**config.mk**
```make
export PLATFORM = sky130hd
export DESIGN_NAME = uart_rx_datapath
export DESIGN_NICKNAME = d
export VERILOG_FILES = /design/src/rtl/uart_rx_datapath_pkg.sv /design/src/rtl/uart_rx_datapath_rx_remap.sv /design/src/rtl/uart_rx_datapath.sv
export SDC_FILE = /design/constraint.sdc
export NUM_CORES = 1
export LEC_CHECK = 0
export CAP_MARGIN = 20
export CORE_MARGIN = 2
export CORE_UTILIZATION = 25
export DETAILED_ROUTE_END_ITERATION = 12
export PLACE_DENSITY = 0.47
export SLEW_MARGIN = 20
export SYNTH_ARGS = -nofsm -noshare
export SYNTH_HDL_FRONTEND = slang
export SYNTH_SLANG_ARGS = --single-unit
```
**constraint.sdc**
```tcl
create_clock -name clk -period 5.9 [get_ports clk]
set_clock_uncertainty 0.05 [all_clocks]
set_input_delay 0.59 -clock clk [delete_from_list [all_inputs] [get_ports clk]]
set_output_delay 0.59 -clock clk [all_outputs]
set_load 0.05 [all_outputs]
```
**src/rtl/uart_rx_datapath_pkg.sv**
```systemverilog
// Shared constants and types for the UART receive datapath.
package uart_rx_datapath_pkg;

  // Bits captured after the start bit: up to 8 data, optional parity, stop.
  localparam int unsigned RX_FRAME_W = 10;

  // Idle line is all ones; used as the shift register reset value.
  localparam logic [RX_FRAME_W-1:0] RX_IDLE = 10'h3FF;

  // Decoded view of the captured frame.
  typedef struct packed {
    logic [7:0] data;
    logic       par;
    logic       stop;
    logic       perr;
  } rx_frame_t;

endpackage

```
**src/rtl/uart_rx_datapath_rx_remap.sv**
```systemverilog
// Combinational remap of the raw shift register into data/parity/stop fields.
module rx_remap
  import uart_rx_datapath_pkg::*;
(
  input  logic [RX_FRAME_W-1:0] sh_i,
  input  logic                  eight_i,
  input  logic                  pen_i,
  input  logic                  ohel_i,
  output rx_frame_t             frame_o
);

  logic [7:0] data;
  logic       par;
  logic       exp_par;

  // Pick the field positions; the last-received bits sit at the MSB end.
  always_comb begin
    data = 8'h00;
    par  = 1'b0;
    unique case ({eight_i, pen_i})
      2'b11: begin
        data = sh_i[7:0];
        par  = sh_i[8];
      end
      2'b10: data = sh_i[8:1];
      2'b01: begin
        data = {1'b0, sh_i[7:1]};
        par  = sh_i[8];
      end
      2'b00: data = {1'b0, sh_i[8:2]};
    endcase
  end

  // Bit 7 is forced to 0 in 7-bit mode, so XOR over all 8 bits is valid for both widths.
  always_comb begin
    exp_par      = (^data) ^ ohel_i;
    frame_o.data = data;
    frame_o.par  = par;
    frame_o.stop = sh_i[9];
    frame_o.perr = pen_i & (par ^ exp_par);
  end

endmodule

```
**src/rtl/uart_rx_datapath.sv**
```systemverilog
// UART receive datapath: serial shift register, frame remap and sticky status flags.
module uart_rx_datapath
  import uart_rx_datapath_pkg::*;
(
  input  logic       clk,
  input  logic       rst,
  input  logic       BTU,
  input  logic       START,
  input  logic       RX,
  input  logic       EIGHT,
  input  logic       PEN,
  input  logic       OHEL,
  input  logic       DONE,
  input  logic       CLR,
  output logic [7:0] REMAP_OUT,
  output logic       RXRDY,
  output logic       PERR,
  output logic       FERR,
  output logic       OVF
);

  logic [RX_FRAME_W-1:0] sh_q, sh_d;
  logic                  rxrdy_q, rxrdy_d;
  logic                  perr_q, perr_d;
  logic                  ferr_q, ferr_d;
  logic                  ovf_q, ovf_d;
  rx_frame_t             frame;

  rx_remap u_rx_remap (
    .sh_i    (sh_q),
    .eight_i (EIGHT),
    .pen_i   (PEN),
    .ohel_i  (OHEL),
    .frame_o (frame)
  );

  // Right shift one bit per bit time; held while the start bit is being validated.
  always_comb begin
    sh_d = sh_q;
    if (BTU && !START) begin
      sh_d = {RX, sh_q[RX_FRAME_W-1:1]};
    end
  end

  // Sticky flags: a DONE set takes priority over a same-cycle CLR.
  always_comb begin
    rxrdy_d = DONE                     | (rxrdy_q & ~CLR);
    perr_d  = (DONE & frame.perr)      | (perr_q  & ~CLR);
    ferr_d  = (DONE & ~frame.stop)     | (ferr_q  & ~CLR);
    ovf_d   = (DONE & rxrdy_q)         | (ovf_q   & ~CLR);
  end

  // State registers with synchronous reset.
  always_ff @(posedge clk) begin
    if (rst) begin
      sh_q    <= RX_IDLE;
      rxrdy_q <= 1'b0;
      perr_q  <= 1'b0;
      ferr_q  <= 1'b0;
      ovf_q   <= 1'b0;
    end else begin
      sh_q    <= sh_d;
      rxrdy_q <= rxrdy_d;
      perr_q  <= perr_d;
      ferr_q  <= ferr_d;
      ovf_q   <= ovf_d;
    end
  end

  assign REMAP_OUT = frame.data;
  assign RXRDY     = rxrdy_q;
  assign PERR      = perr_q;
  assign FERR      = ferr_q;
  assign OVF       = ovf_q;

endmodule

```
==> results.txt, run 1 <==
----------------------------------------------------
[Logic synthesis]
  Post-Synthesis Cells ... between 80 and 90
  Synthesis-stage register bit count ... 14
  Area share of the largest cell type after synthesis ... 0.341
  Most used flip-flop cell after synthesis ... sky130_fd_sc_hd__dfxtp_1
  Post-synthesis cell type count ... 26
  Most numerous cell types in the synthesized netlist ... sky130_fd_sc_hd__dfxtp_1 (14), sky130_fd_sc_hd__nor2_1 (13), sky130_fd_sc_hd__nand2_1 (12), sky130_fd_sc_hd__mux2i_1 (10), sky130_fd_sc_hd__buf_4 (8)
  Warnings, synthesis ... 0
  Portion of netlist area occupied by mux cells ... 0.122
  Post-synth EDFFs ... 0
  Compound-gate portion of the synthesized area ... 0.125
  Top post-synthesis cells by area ... sky130_fd_sc_hd__dfxtp_1 (34%), sky130_fd_sc_hd__mux2i_1 (12%), sky130_fd_sc_hd__buf_4 (7.3%)
  Sequential element share of the synthesized area ... 0.341
  Async set-reset flop share out of synthesis ... 0
  Area fraction in and, or, nand and nor cells after synthesis ... 0.164
  Per-instance average area after synthesis ... roughly 9.2 µm²
  Cell with the most instances after synthesis ... sky130_fd_sc_hd__dfxtp_1
  Synthesized-area fraction occupied by xor and xnor cells ... 0.139
  Post-synthesis net count ... 99
  Arithmetic-cell share of the synthesized area counting full adders, half adders and majority gates ... 0
  Area of the mapped netlist ... around 820 µm²
  Combinational family with the most area after synthesis ... simple AND/OR/NAND/NOR gates
  Largest area contributor in the netlist ... sky130_fd_sc_hd__dfxtp_1

[Layout]
  Area of the multi-input gates ... between 400 and 500 µm²
  Area growth from synthesis to final layout ... 27.4%
  Number of cells in the finished layout apart from fillers ... roughly 150
  Filler instances ... ~350
  Sequential cell area ... roughly 280 µm²
  NumNets Final ... between 100 and 150
  Area of all placed cells without fillers ... ~1000 µm²
  Diodes inserted ... 0
  Fraction of layout instances using a drive strength above 1 ... 0.126

[Floorplanning]
  Number of rows created at floorplan ... 20
  Number of top-level design ports ... 22
  Height of the die ... a little over 60 µm
  Die Outline Area ... roughly 3800 µm²
  Horizontal extent of the die ... between 60 and 70 µm
  Initial core utilization ... 0.265
  Standard cell core area ... ~3100 µm²

[STA]
  Max-slew headroom at the worst pin ... 0.571
  Slew @ Worst Pin ... around 0.64 ns
  Setup repair after global routing missed its margin ... no
  Final slew viol count ... 0
  Hold Violations, Final ... 0
  Final setup violating endpoints ... 0
  Tmin final ... around 3.3 ns
  Maximum clock frequency ... 301 MHz
  Summed negative setup slack over all endpoints ... 0 ns
  Worst hold margin ... between 0.4 and 0.5 ns
  Ratio of final minimum period to clock period ... 0.564

[GRT]
  GRT Util Overall ... 0.0973
  Initial antenna violation count ... 0
  Pin count of the biggest net entering global routing ... 12
  First-pass GRT wire length ... 2690 µm
  Via count of the first global-routing pass ... roughly 610
  Leftover overflow at the end of global routing ... 0

[Clock tree]
  Root Buffer Master ... sky130_fd_sc_hd__clkbuf_4
  Buffer count from post-CTS setup fixing ... 0
  Clock latency on the worst-skew pair ... 0.28 ns
  Number of levels the H-tree was split into ... 1
  Number of buffers created by CTS ... 3
  Maximum root-to-sink buffer count ... 2
  Post-cts gate resize count ... 0
  Clock tree from TritonCTS ... done
  Clock transition at the registers of the reported paths ... about 0.080 ns
  Cts hold-fix bufs ... 0
  TritonCTS sink count ... 14

[Setup path]
  CP Launch Type ... input pin
  Worst R2R Setup Slack ... between 3 and 4 ns
  Data arrival, critical path ... ~2.7 ns
  Worst r2r path cells ... 6
  Maximum fanout encountered on the critical timing path ... 7
  Launch point of the worst reg-to-reg path ... sh_q[2]
  Worst R2R End ... PERR
  Worst setup EP type ... primary output
  Required time of the worst setup path ... 5.26 ns
  Crit path kind ... in -> out

[Placed design]
  Post-place instance area ... slightly above 1000 µm²
  Number of input and output port buffers inserted ... 21
  Routability Congestion ... ~0.77
  HPWL reported at the end of detailed placement ... roughly 1300 µm
  Placed Cells ... ~140

[Hold path]
  Class of the tightest hold or removal check ... reg -> reg
  Hold EP ... sh_q[8]
  Cell depth of the worst hold path ... 2
  Startpoint of the tightest hold check path ... sh_q[9]

[Route]
  Number of vias after detailed routing ... 624
  Routed wire length ... ~1600 µm
  Number of iterations in the first detailed-routing pass ... 4
  DRC errors left ... 0
  Post-detailed-route wirelength per cell ... 11.0 µm
  Number of design-rule violations left by the first detailed-router iteration ... 23
  Remaining antenna violation count ... 0
  Vias/cell ... roughly 4.2

[Pwr]
  PD cells ... slightly below 200 nW/µm²
  Leakage power summed over all cells ... around 0.4 nW
  Overall power consumption ... 0.000203 W
  Highest ir drop seen on vdd ... a little under 0.09 mV

[Job]
  Maxcap violations ... 0

[Outcome]
  Result of the run ... finished clean

----------------------------------------------------
==> power by group <==
group	internal [W]	switching, W
Clock	0.0000376	0.0000316
Sequential	0.0000965	0.00000138
Combinational	0.0000172	0.0000191
==> critical path, stage by stage <==
cell and delay, ns:
sky130_fd_sc_hd__clkdlybuf4s50_1 0.56, sky130_fd_sc_hd__xnor2_2 0.38, sky130_fd_sc_hd__o22ai_1 0.13, sky130_fd_sc_hd__nor2_1 0.19
sky130_fd_sc_hd__clkdlybuf4s50_1 0.84
==> registers in the layout (all words and copies together), names as in the netlist <==
name   count
sh_q      10
FERR       1
OVF        1
RXRDY      1
PERR       1
==> final cells by class <==
cell class | instances | share of cell area
Multi-Input combinational cell | 61 | 0.434
Clock buffer | 4 | 0.0346
Timing Repair Buffer | 21 | 0.201
Tap cell | 44 | 0.0526
Inverter | 3 | 0.0108
Sequential cell | 14 | 0.268
==> cell usage in the layout, fill, tap and decap left out <==
cell	Yosys	final
sky130_fd_sc_hd__or3_2	2	2
sky130_fd_sc_hd__clkbuf_8	0	1
sky130_fd_sc_hd__xnor2_1	3	3
sky130_fd_sc_hd__o211ai_1	1	1
sky130_fd_sc_hd__xnor3_1	1	1
sky130_fd_sc_hd__a21oi_1	1	1
sky130_fd_sc_hd__nand3_1	1	1
sky130_fd_sc_hd__inv_1	3	3
sky130_fd_sc_hd__xor3_1	1	1
sky130_fd_sc_hd__nor2b_2	1	2
sky130_fd_sc_hd__nor2_1	13	13
sky130_fd_sc_hd__o22ai_1	5	5
sky130_fd_sc_hd__o221a_2	1	1
sky130_fd_sc_hd__o221a_4	1	1
sky130_fd_sc_hd__clkbuf_4	0	3
sky130_fd_sc_hd__a22oi_1	2	2
sky130_fd_sc_hd__or2_1	1	1
sky130_fd_sc_hd__xor2_1	1	1
sky130_fd_sc_hd__o31ai_2	1	1
sky130_fd_sc_hd__clkdlybuf4s50_1	0	21
sky130_fd_sc_hd__xnor2_2	2	2
sky130_fd_sc_hd__nand2_1	12	12
sky130_fd_sc_hd__dfxtp_1	14	14
sky130_fd_sc_hd__mux2i_1	10	10
==> through the flow <==
stage	util	setup WS, ns
4_1_cts	0.337	2.56
3_5_place_dp	0.325	2.57
2_1_floorplan	-	3.52
5_1_grt	0.338	2.45
3_3_place_gp	0.325	2.61
6_report	0.338	2.57
==> how the worst max path moves through the flow <==
stage | start | endpoint | slack (ns)
floorplan | PEN | PERR | 3.52
global placement | PEN | REMAP_OUT[4] | 2.61
detailed placement | PEN | REMAP_OUT[4] | 2.57
CTS | PEN | REMAP_OUT[4] | 2.56
global route | PEN | REMAP_OUT[6] | 2.45
finish | PEN | REMAP_OUT[4] | 2.57
==> routing by layer <==
metal,share of wire,global-route usage
met4,0.019,0.0456
met2,0.43,0.141
met5,0,0
met3,0.073,0.0378
met1,0.48,0.127
==> logic make-up (layout without fill, tap and decap cells) <==
group,after synthesis,after routing
compound gates,12,12
xor+xnor,8,8
buf+inv,14,28
flops,14,14
mux,10,10
simple gates,31,31
Power figures use the tool's default switching activity.
==> inputs of run 2 (changes only) <==
--- a/config.mk
+++ b/config.mk
@@ -9,7 +9,7 @@
 export CORE_MARGIN = 2
 export CORE_UTILIZATION = 25
 export DETAILED_ROUTE_END_ITERATION = 12
-export PLACE_DENSITY = 0.47
+export PLACE_DENSITY = 0.48
 export SLEW_MARGIN = 20
 export SYNTH_ARGS = -nofsm -noshare
 export SYNTH_HDL_FRONTEND = slang
==> constraint.sdc (replaced) <==
create_clock -name clk -period 3 [get_ports clk]
set_clock_uncertainty 0.05 [all_clocks]
set_input_delay 0.3 -clock clk [delete_from_list [all_inputs] [get_ports clk]]
set_output_delay 0.3 -clock clk [all_outputs]
set_load 0.05 [all_outputs]
==> results.txt, run 2 (synthesized netlist as in run 1, its figures left out) <==
----------------------------------------------------
[GRT]
  Initial antenna violation count ... 0 (unchanged)
  GRT Util Overall ... 0.0988 (was 0.0973)
  Via count of the first global-routing pass ... 603 (was 613)
  Pin count of the biggest net entering global routing ... 12 (unchanged)
  First-pass GRT wire length ... 2700 µm (was 2690 µm)
  Leftover overflow at the end of global routing ... 0 (unchanged)

[Clock tree]
  Cts hold-fix bufs ... 0 (unchanged)
  Buffer count from post-CTS setup fixing ... 0 (unchanged)
  Maximum root-to-sink buffer count ... 2 (unchanged)
  Number of levels the H-tree was split into ... 1 (unchanged)
  Clock latency on the worst-skew pair ... 0.28 ns (about the same)
  Number of buffers created by CTS ... 3 (unchanged)
  Root Buffer Master ... sky130_fd_sc_hd__clkbuf_4 (unchanged)
  Post-cts gate resize count ... 0 (unchanged)
  Clock transition at the registers of the reported paths ... 0.08 ns (about the same)
  Clock tree from TritonCTS ... done (unchanged)
  TritonCTS sink count ... 14 (unchanged)

[Floorplanning]
  Number of rows created at floorplan ... 20 (unchanged)
  Number of top-level design ports ... 22 (unchanged)
  Horizontal extent of the die ... 61.3 µm (unchanged)
  Standard cell core area ... 3100 µm² (unchanged)
  Initial core utilization ... 0.265 (unchanged)
  Height of the die ... 61.3 µm (unchanged)
  Die Outline Area ... 3760 µm² (unchanged)

[Setup path]
  Required time of the worst setup path ... 2.65 ns (was 5.26 ns)
  CP Cell Sequence ... clkdlybuf4s50_1 > xnor2_2 > o22ai_1 > nor2_1 > clkdlybuf4s50_1 (unchanged)
  CP Launch Type ... input pin (unchanged)
  Worst setup EP type ... primary output (unchanged)
  Crit path kind ... in -> out (unchanged)
  Slowest stage cell on the critical path ... sky130_fd_sc_hd__clkdlybuf4s50_1 (unchanged)
  Critical path's most frequent cell ... sky130_fd_sc_hd__clkdlybuf4s50_1 (unchanged)
  Data arrival, critical path ... 2.40 ns (was 2.69 ns)
  Delay of the slowest critical-path stage ... 0.84 ns (about the same)
  Maximum fanout encountered on the critical timing path ... 7 (unchanged)

[Pwr]
  Share of total power in combinational logic ... 0.181 (was 0.178)
  Share of total power in sequential cells ... 0.485 (was 0.481)
  Highest ir drop seen on vdd ... 0.125 mV (was 0.0875 mV)
  Sw Ratio ... 0.249 (was 0.256)
  Net switching power ... 0.0000987 W (was 0.0000521 W)
  Cell Int Power ... 0.000298 W (was 0.000151 W)
  Clock share of power ... 0.334 (was 0.340)
  PD cells ... 380 nW/µm² (was 194 nW/µm²)
  Leakage power summed over all cells ... 0.398 nW (was 0.395 nW)

[Layout]
  Fraction of layout instances using a drive strength above 1 ... 0.163 (was 0.126)
  Most used cells in the layout excluding fill and tap cells ... sky130_fd_sc_hd__clkdlybuf4s50_1 (17), sky130_fd_sc_hd__dfxtp_1 (14), sky130_fd_sc_hd__nor2_1 (13) (was sky130_fd_sc_hd__clkdlybuf4s50_1 (21), sky130_fd_sc_hd__dfxtp_1 (14), sky130_fd_sc_hd__nor2_1 (13))
  Number of flip-flops in the largest register ... 10 (unchanged)
  NumNets Final ... 115 (was 114)
  Area of all placed cells without fillers ... 1040 µm² (was 1050 µm²)
  Area growth from synthesis to final layout ... 26.8% (was 27.4%)
  Largest Register ... sh_q (unchanged)
  Filler instances ... 353 (was 346)
  Diodes inserted ... 0 (unchanged)
  Most frequent standard cell in the layout excluding fill and tap cells ... sky130_fd_sc_hd__clkdlybuf4s50_1 (unchanged)

[Placed design]
  HPWL reported at the end of detailed placement ... 1240 µm (was 1290 µm)
  Number of input and output port buffers inserted ... 21 (unchanged)
  Post-place instance area ... 1010 µm² (about the same)
  Routability Congestion ... 0.764 (was 0.768)

[Route]
  Remaining antenna violation count ... 0 (unchanged)
  Number of vias after detailed routing ... 633 (was 624)
  Routed wire length ... 1600 µm (was 1610 µm)
  Number of iterations in the first detailed-routing pass ... 4 (unchanged)
  Post-detailed-route wirelength per cell ... 10.8 µm (was 11.0 µm)
  Vias/cell ... 4.28 (was 4.24)
  Number of design-rule violations left by the first detailed-router iteration ... 16 (was 23)
  DRC errors left ... 0 (unchanged)

[Outcome]
  Result of the run ... finished clean (unchanged)

[STA]
  Summed negative setup slack over all endpoints ... 0 ns (unchanged)
  Max-slew headroom at the worst pin ... 0.664 (was 0.571)
  Hold Violations, Final ... 0 (unchanged)
  Maximum clock frequency ... around 360 MHz
  Final setup violating endpoints ... 0 (unchanged)
  Ratio of final minimum period to clock period ... 0.917
  Slew @ Worst Pin ... 0.502 ns (was 0.641 ns)
  Setup repair after global routing missed its margin ... no (unchanged)
  Final slew viol count ... 0 (unchanged)
  Tmin final ... roughly 2.8 ns

[Hold path]
  Class of the tightest hold or removal check ... reg -> reg (unchanged)

[Job]
  Maxcap violations ... 0 (unchanged)

----------------------------------------------------
[run 2: cell count changes in the layout (fill, tap and decap cells not counted)]
cell / change
sky130_fd_sc_hd__buf_4: +5
sky130_fd_sc_hd__clkdlybuf4s50_1: -4
sky130_fd_sc_hd__nor2b_1: +1
sky130_fd_sc_hd__nor2b_2: -1
[run 2: per-stage QoR]
step                hold WS [ns]  total power (W)  std cells   util  setup slack, ns
CTS                        0.437         0.000405        148  0.336            0.236
detailed placement         0.418         0.000269        144  0.324            0.243
global route               0.462         0.000419        148  0.336            0.107
floorplan                  0.322         0.000246         89      -            0.914
global placement           0.405         0.000269        144  0.324            0.252
finish                     0.431         0.000397        148  0.336            0.248
[run 2: power groups by stage]
| stage | Combinational (W) | Clock, W | Sequential (W) |
|---|---|---|---|
| 2_1_floorplan | 0.0000397 | 0 | 0.000206 |
| 3_3_place_gp | 0.0000720 | 0 | 0.000197 |
| 3_5_place_dp | 0.0000722 | 0 | 0.000197 |
| 4_1_cts | 0.0000726 | 0.000140 | 0.000192 |
| 5_1_grt | 0.0000774 | 0.000149 | 0.000193 |
| 6_report | 0.0000719 | 0.000132 | 0.000192 |
[run 2: routing by layer]
metal	track usage	share of wire	vias up
met2	0.152	0.46	11
met1	0.126	0.49	293
li1	-	-	327
met3	0.0126	0.034	2
met4	0.0729	0.017	0
met5	0	0	-
[run 2: final cells by class]
class,instances,area (µm²),area share
Multi-Input combinational cell,61,452,0.433
Sequential cell,14,280,0.269
Timing Repair Buffer,22,208,0.199
Tap cell,44,55.1,0.0528
Clock buffer,4,36.3,0.0348
Inverter,3,11.3,0.0108
[run 2: final timing paths]
check | end | slack, ns | start | cells after the start
max | REMAP_OUT[2] | 0.25 | PEN | 5
min | sh_q[8] | 0.43 | sh_q[9] | 2
max reg2reg | PERR | 0.83 | sh_q[2] | 6
min reg2reg | sh_q[8] | 0.43 | sh_q[9] | 2
[run 2: critical path, delay by kind of cell]
family | cells | cell delay [ns]
buffers and inverters | 2 | 1.40
xor gates and xnor gates | 1 | 0.37
and+or+nand+nor | 1 | 0.19
AOI/OAI and AO/OA | 1 | 0.13
==> edit: new RTL, flow settings as in run 2 <==
Change the package constant `RX_FRAME_W` from 10 to 20.
--- a/src/rtl/uart_rx_datapath_pkg.sv
+++ b/src/rtl/uart_rx_datapath_pkg.sv
@@ -3,5 +3,5 @@
 
   // Bits captured after the start bit: up to 8 data, optional parity, stop.
-  localparam int unsigned RX_FRAME_W = 10;
+  localparam int unsigned RX_FRAME_W = 20;
 
   // Idle line is all ones; used as the shift register reset value.
Function: changed (Yosys sat finds a counterexample within 4 cycles, from zero or initial values and one cycle with rst high).
==> edit against run 2 <==
Sequential power increased by 82%. Combinational power grew to 2.6 times the old value. Core utilization shrank 3.4 points. Routed wire length increased by 55%. Sequential cell count grew 10. Total power grew 110%. Clock power up 110%. Setup slack better by 310 ps. Synthesized area rose by 57%. Final area is 46% higher. Largest cell class unchanged.
==> edit: results (changes against run 2) <==
Run status
  – Outcome: finished clean (unchanged)

Synth
  – Post-Syn Nets: 181 (was 99)
  – Share of the synthesized area in the top cell type: 37.2% (was 34.1%)
  – Top post-synthesis cells by count: nand2_1 (41), dfxtp_1 (24), a21oi_1 (15), nor2_1 (15), clkbuf_1 (11) (was dfxtp_1 (14), nor2_1 (13), nand2_1 (12), mux2i_1 (10), buf_4 (8))
  – Top cells by area, synth: dfxtp_1 (37%), nand2_1 (12%), a21oi_1 (5.8%), buf_4 (4.7%), nor2_1 (4.4%) (was dfxtp_1 (34%), mux2i_1 (12%), buf_4 (7.3%), nor2_1 (5.9%), nand2_1 (5.5%))
  – Synth cell types: 28 (was 26)
  – Post-synthesis mux area share: 0.776% (was 12.2%)
  – Post-Synth XOR/XNOR Area: 9.80% (was 13.9%)
  – Synth Area in Compound Gates: 17.1% (was 12.5%)

Route
  – Vias per std cell: 4.32 (was 4.28)
  – WL final: 2480 um (was 1600 um)

Critical path
  – CP arrival: 2090 ps (was 2400 ps)
  – Worst-path fanout max: 11 (was 7)

GRT
  – Total track usage: 9.51% (was 9.88%)
  – Global-route met1 utilization: 12.0% (was 12.6%)
  – Met2 GRT Util: 16.2% (was 15.2%)
  – Largest net degree at the start of global routing: 21 (was 12)
  – Vias in the first global route: 943 (was 603)

Clocking
  – Later-pin clock latency in the skew report: 260 ps (was 280 ps)

Cells and area
  – Max reg flops: 20 (was 10)
  – Area of the multi-input gates: 657 um2 (was 452 um2)
  – Non-clk invs: 5 (was 3)
  – #MultiIn Comb: 119 (was 61)
  – Layout fillers: 549 (was 353)
  – Register share of the cell area: 31.6% (was 26.9%)
  – Clock buf/inv share: 4.68% (was 3.48%)
  – Nets: 186 (was 115)
  – Layout cells sized above 1: 10.3% (was 16.3%)

Pwr
  – Max rail drop VDD: 0.158 mV (was 0.125 mV)
  – Leakage: 0.000583 uW (was 0.000398 uW)
  – Internal power: 589 uW (was 298 uW)

Placed design
  – Routability cong.: 0.750 (was 0.764)
  – Hpwl dp: 1760 um (was 1240 um)

Timing
  – Worst-margin pin slew: 724 ps (was 502 ps)
==> edit: power groups by stage <==
stage                     clock network, uW  registers (uW)  logic [uW]
after floorplan                           0             359         155
after global placement                    0             358         192
after detailed placement                  0             358         192
after CTS                               286             350         193
after global routing                    302             353         207
final                                   275             350         190
==> edit: path summary, 6_finish.rpt <==
| kind | from | cells after the start | slack (ps) | to |
|---|---|---|---|---|
| worst max-delay path | PEN | 4 | 560 | REMAP_OUT[7] |
| worst min-delay path | sh_q[14]$_SDFFE_PP0P_ | 2 | 400 | sh_q[13]$_SDFFE_PP0P_ |
| worst max register to register | sh_q[2]$_SDFFE_PP1P_ | 6 | 1160 | PERR$_SDFF_PP0_ |
| worst min register to register | sh_q[14]$_SDFFE_PP0P_ | 2 | 400 | sh_q[13]$_SDFFE_PP0P_ |
==> edit: stage by stage <==
step | cells | worst slack (ps)
after floorplan | 171 | 1230
after global placement | 241 | 504
after detailed placement | 241 | 466
after CTS | 245 | 539
after global routing | 245 | 443
final | 245 | 557
